===== src/rtl/soc_pm_th_scan_if.sv =====
// Pixel-matrix digital configuration bus: 24 reserved bits plus an 8-bit threshold.
interface soc_pm_digital_config;
  logic [23:0] res;
  logic [7:0]  th;

  modport master (output res, th);
  modport slave  (input  res, th);
endinterface


===== src/rtl/soc_pm_th_scan.sv =====
// Pixel-matrix configuration driver: committed config word in normal mode,
// autonomous threshold sweep with per-point dwell and strobe in scan mode.
module soc_pm_th_scan (
  input  logic        clk,
  input  logic        rst_n,
  input  logic [31:0] cfg_wdata,
  input  logic        cfg_we,
  input  logic        cfg_commit,
  input  logic [7:0]  scan_start,
  input  logic [7:0]  scan_stop,
  input  logic [7:0]  scan_step,
  input  logic [15:0] scan_dwell,
  input  logic        scan_go,
  input  logic        scan_abort,
  output logic        busy,
  output logic        step_pulse,
  output logic        done,
  soc_pm_digital_config.master digital_config
);

  localparam int unsigned CFG_W = 32;
  localparam int unsigned TH_W  = 8;
  localparam int unsigned RES_W = CFG_W - TH_W;
  localparam int unsigned CNT_W = 16;

  typedef enum logic {IDLE, DWELL} state_t;

  state_t             state_q, state_d;
  logic [CFG_W-1:0]   pending_q, pending_d;
  logic [CFG_W-1:0]   active_q, active_d;
  logic [RES_W-1:0]   res_q, res_d;
  logic [TH_W-1:0]    th_q, th_d;
  logic [CNT_W-1:0]   cnt_q, cnt_d;
  logic [TH_W-1:0]    stop_q, stop_d;
  logic [TH_W-1:0]    step_q, step_d;
  logic [CNT_W-1:0]   dwell_q, dwell_d;
  logic               busy_q, busy_d;
  logic               step_pulse_q, step_pulse_d;
  logic               done_q, done_d;
  logic [TH_W:0]      next_th;

  // Register path and sweep sequencing; every output is a function of next state.
  always_comb begin
    state_d   = state_q;
    pending_d = cfg_we ? cfg_wdata : pending_q;
    active_d  = active_q;
    res_d     = active_q[CFG_W-1:TH_W];
    th_d      = th_q;
    cnt_d     = cnt_q;
    stop_d    = stop_q;
    step_d    = step_q;
    dwell_d   = dwell_q;
    busy_d    = busy_q;
    done_d    = 1'b0;
    // 9-bit sum so a point past 255 terminates instead of wrapping
    next_th   = (TH_W+1)'(th_q) + (TH_W+1)'(step_q);

    if (cfg_commit) begin
      active_d = cfg_we ? cfg_wdata : pending_q;
    end

    case (state_q)
      IDLE: begin
        th_d   = active_q[TH_W-1:0];
        busy_d = 1'b0;
        if (scan_go && (scan_step != '0)) begin
          state_d = DWELL;
          th_d    = scan_start;
          cnt_d   = scan_dwell;
          stop_d  = scan_stop;
          step_d  = scan_step;
          dwell_d = scan_dwell;
          busy_d  = 1'b1;
        end
      end
      DWELL: begin
        if (scan_abort) begin
          state_d = IDLE;
          th_d    = active_q[TH_W-1:0];
          cnt_d   = '0;
          busy_d  = 1'b0;
        end else if (cnt_q == '0) begin
          if (next_th <= (TH_W+1)'(stop_q)) begin
            th_d  = next_th[TH_W-1:0];
            cnt_d = dwell_q;
          end else begin
            state_d = IDLE;
            th_d    = active_q[TH_W-1:0];
            busy_d  = 1'b0;
            done_d  = 1'b1;
          end
        end else begin
          cnt_d = cnt_q - CNT_W'(1);
        end
      end
      default: begin
        state_d = IDLE;
        busy_d  = 1'b0;
      end
    endcase

    // strobe lands in the last cycle of each point
    step_pulse_d = (state_d == DWELL) && (cnt_d == '0);
  end

  always_ff @(posedge clk or negedge rst_n) begin
    if (!rst_n) begin
      state_q      <= IDLE;
      pending_q    <= '0;
      active_q     <= '0;
      res_q        <= '0;
      th_q         <= '0;
      cnt_q        <= '0;
      stop_q       <= '0;
      step_q       <= '0;
      dwell_q      <= '0;
      busy_q       <= 1'b0;
      step_pulse_q <= 1'b0;
      done_q       <= 1'b0;
    end else begin
      state_q      <= state_d;
      pending_q    <= pending_d;
      active_q     <= active_d;
      res_q        <= res_d;
      th_q         <= th_d;
      cnt_q        <= cnt_d;
      stop_q       <= stop_d;
      step_q       <= step_d;
      dwell_q      <= dwell_d;
      busy_q       <= busy_d;
      step_pulse_q <= step_pulse_d;
      done_q       <= done_d;
    end
  end

  assign busy               = busy_q;
  assign step_pulse         = step_pulse_q;
  assign done               = done_q;
  assign digital_config.res = res_q;
  assign digital_config.th  = th_q;

endmodule


===== src/flat_wrapper.sv =====
// flat-port wrapper written by rule: the top's interface ports become plain ports
module soc_pm_th_scan_flat 
  (clk, rst_n, cfg_wdata, cfg_we, cfg_commit, scan_start, scan_stop, scan_step, scan_dwell, scan_go, scan_abort, busy, step_pulse, done, digital_config_res, digital_config_th);
  soc_pm_digital_config digital_config_i ();
  input  logic clk;
  input  logic rst_n;
  input  logic [31:0] cfg_wdata;
  input  logic cfg_we;
  input  logic cfg_commit;
  input  logic [7:0] scan_start;
  input  logic [7:0] scan_stop;
  input  logic [7:0] scan_step;
  input  logic [15:0] scan_dwell;
  input  logic scan_go;
  input  logic scan_abort;
  output logic busy;
  output logic step_pulse;
  output logic done;
  output wire logic [$bits(digital_config_i.res)-1:0] digital_config_res;
  output wire logic [$bits(digital_config_i.th)-1:0] digital_config_th;
  assign digital_config_res = digital_config_i.res;
  assign digital_config_th = digital_config_i.th;
  soc_pm_th_scan u_core (.clk(clk), .rst_n(rst_n), .cfg_wdata(cfg_wdata), .cfg_we(cfg_we), .cfg_commit(cfg_commit), .scan_start(scan_start), .scan_stop(scan_stop), .scan_step(scan_step), .scan_dwell(scan_dwell), .scan_go(scan_go), .scan_abort(scan_abort), .busy(busy), .step_pulse(step_pulse), .done(done), .digital_config(digital_config_i));
endmodule

===== config.mk =====
export PLATFORM = sky130hd
export DESIGN_NAME = soc_pm_th_scan_flat
export DESIGN_NICKNAME = d
export VERILOG_FILES = /design/src/rtl/soc_pm_th_scan_if.sv /design/src/rtl/soc_pm_th_scan.sv /design/src/flat_wrapper.sv
export SDC_FILE = /design/constraint.sdc
export NUM_CORES = 1
export LEC_CHECK = 0
export ABC_AREA = 1
export BUFFER_PORTS_ARGS = -buffer_cell sky130_fd_sc_hd__buf_2
export CAP_MARGIN = 0
export CORE_MARGIN = 2
export CORE_UTILIZATION = 35
export CTS_BUF_LIST = sky130_fd_sc_hd__clkbuf_8
export CTS_CLUSTER_DIAMETER = 40
export DETAILED_ROUTE_END_ITERATION = 16
export GPL_TIMING_DRIVEN = 0
export SETUP_SLACK_MARGIN = 0.02
export SYNTH_ARGS = -nofsm -noshare
export SYNTH_HDL_FRONTEND = slang
export SYNTH_SLANG_ARGS = --single-unit

===== constraint.sdc =====
create_clock -name clk -period 3.45 [get_ports clk]
set_clock_uncertainty 0.1 [all_clocks]
set_input_delay 0.69 -clock clk [delete_from_list [all_inputs] [get_ports clk]]
set_output_delay 0.69 -clock clk [all_outputs]
set_load 0.02 [all_outputs]

==> results.ini <==
[outcome]
status=finished clean

[die]
start_util=0.357
chipWidth_um=142
die_h_um=142
io_pins=113
fp-row-count=50
core_sq_um=18700
die_area_sq_um=20200

[worst_setup_path]
critPathKind=flop to flop
critPathRequiredTime_ns=3.67
path_max_fanout=8
crit_path_end_kind=flop
crit_arrival_ns=3.58
r2r_end=u_core.digital_config.th[0]
rrSetupSlack_ns=0.1
start_kind=flop
r2r-start=u_core.digital_config.th[0]
reg2regPathDepth=21

[yosys]
synthesis.nets=767
synth_area_leaders=dfrtp_1, mux2_2, nand2_1
synth_common_cells=nand2_1, dfrtp_1, inv_1
ys_types=41
ys_seq_area_frac=0.555
post-synth-top-count-cell=nand2_1
syn-mean-instance-area_sq_um=9.96
yosysWarnings=0
ys_seq_elements=148
syn_inst=670
synth_top_area_frac=0.555
synth_edf_count=0
ys.flop_type=dfrtp_1
syn_area_sq_um=6670
synthArstFlopShare=1.00
synth_largest_area_cell=dfrtp_1

[drt]
wl_per_cell_um=15.1
first_iter_violations=279
vias_per_cell=4.73
ant_nets=0
routed_wl_mm=15.9
drt_pass1_iterations=4
drcViolationCount=0
num_vias=4994

[sta]
fmax_ghz=0.298
hold_viol=0
setup_viol=0
timing.final.crit_share=0.972
layout_setup_ws_ns=0.0970
rsz0062_at_grt=yes
maxSlewViolCount=0
period_minus_slack_ns=3.35
tightest_slew_ns=0.809
relSlewSlack=0.461

[cts]
cts.clk_slew.worst_paths_ns=0.09
cts_buffers=17
clkLatencyLatePin_ns=0.45
clock-sinks=148
root_buffer=clkbuf_8
cts_htree_levels=4
max-clock-path-buffers=2
cts_tree=built

[place]
place_congestion=0.903
port_buffers=110
pre_cts_slack_ns=-0.0899
dp_hpwl_mm=11.6
place_area_sq_um=7550

[layout]
syn2layout_area_growth_pct=20.9
design_area_sq_um=8070
layout-drive-gt1-share=0.312
layout.nets=905

[worst_hold_path]
hp-class=input pin to asynchronous set/reset pin

[grt]
track_usage=0.167
overflow=0
grt_pass1_vias=5099
grt_pass1_wl_mm=26.0
antenna_found_initial=2
grt_max_degree=90

[power]
total_leakage_power_nw=4.02
pwr_density_cell_nw_per_um2=749
power_w=0.00604
vdd_ir_drop_max_uv=375

[run]
maxCapViolCount=0

==> cells by family (layout without fill, tap and decap cells) <==
| family | count (synthesis) | in the layout | share of synthesized area |
|---|---|---|---|
| xor+xnor | 12 | 12 | 0.0157 |
| flops | 148 | 148 | 0.555 |
| buf+inv | 96 | 246 | 0.0585 |
| fa+ha+maj | 19 | 19 | 0.0367 |
| simple gates | 230 | 230 | 0.146 |
| mux | 57 | 57 | 0.0962 |
| other cells | 0 | 2 | 0 |
| compound gates | 108 | 108 | 0.0922 |
==> cells in the final DEF (no fill, tap or decap), types with 7 or more instances in the layout <==
| cell | instances |
|---|---|
| nand2_1 | 151 |
| dfrtp_1 | 148 |
| buf_2 | 115 |
| inv_1 | 66 |
| mux2_2 | 57 |
| o21ai_0 | 39 |
| a21oi_1 | 35 |
| nor2_1 | 24 |
| nand3_1 | 21 |
| clkbuf_8 | 17 |
| ha_1 | 16 |
| nor2_2 | 9 |
| buf_4 | 9 |
| inv_6 | 9 |
| a221oi_1 | 8 |
| clkbuf_1 | 7 |
| nor3_1 | 7 |
==> stage by stage <==
stage,setup TNS (ns),cells,util,hold slack [ns]
after global placement,-96.26,1014,0.402,0.253
after detailed placement,-0.614,1015,0.404,0.260
final,0,1056,0.431,0.207
after CTS,0,1047,0.425,0.217
after floorplan,0,670,-,0.250
after global routing,-0.714,1054,0.431,0.260
==> how the worst max path moves through the flow <==
stage          depth (start not counted)                        start  slack [ns]                          end
2_1_floorplan                         21  u_core.digital_config.th[0]        0.21  u_core.digital_config.th[3]
3_3_place_gp                           1                        rst_n       -0.66             u_core.step_q[2]
3_5_place_dp                          23  u_core.digital_config.th[0]       -0.09            u_core.step_pulse
4_1_cts                               21  u_core.digital_config.th[0]        0.03  u_core.digital_config.th[1]
5_1_grt                               20  u_core.digital_config.th[2]       -0.12  u_core.digital_config.th[3]
6_report                              21  u_core.digital_config.th[0]         0.1  u_core.digital_config.th[0]
==> cell type report <==
class                   count  area (sq um)
well taps                 234           293
flip-flops and latches    148          3700
clock inverters            14           116
multi-input cells         426          2680
clock buffers              17           234
repair buffers            119           642
fillers                  1852         10600
plain buffers              23           123
diodes                      2          5.00
inverters                  73           274
==> what timing repair did <==
item                       4_1_cts  5_1_grt
gates cloned                     0        1
setup endpoints to repair        9       10
hold buffers                     0        0
gates resized for setup          9       20
pin swaps                        1       20
setup buffers                    1        6
==> where the power goes <==
part | internal [W] | switching, W
sequential | 0.00205 | 0.000193
combinational | 0.00105 | 0.00150
clock | 0.000517 | 0.000726
total | 0.00362 | 0.00242
==> metal layers <==
metal  track usage  up-vias  wire length (um)
met5             0        -                13
met4        0.0611        2               363
met3        0.0710       27              1400
met2         0.256      150              7140
met1         0.212     2340              6990
li1              -     2475                 -
==> state kept, by name, summed over array words and instances (netlist names) <==
signal / cells
u_core.active_q: 32
u_core.dwell_q: 16
u_core.digital_config.th: 8
u_core.done: 1
u_core.stop_q: 8
u_core.cnt_q: 16
u_core.state_q: 1
u_core.pending_q: 32
u_core.digital_config.res: 24
u_core.step_q: 8
u_core.busy: 1
u_core.step_pulse: 1
==> critical path, stage by stage, from the launching register on <==
cell and delay [ns]:
dfrtp_1 0.38, ha_2 0.20, inv_2 0.04, fa_2 0.37, o21ai_4 0.21, nand3_2 0.11, nand2_4 0.09, xor2_2 0.18
ha_1 0.27, nand2_1 0.09, inv_2 0.04, nand2_1 0.05, nand2_1 0.04, nand2_1 0.05, nand2_1 0.06, nand2_2 0.11
nand2_4 0.09, or2_1 0.25, buf_6 0.14, buf_2 0.15, o211ai_1 0.16, a21oi_1 0.08
(Power assumes the default switching activity.)
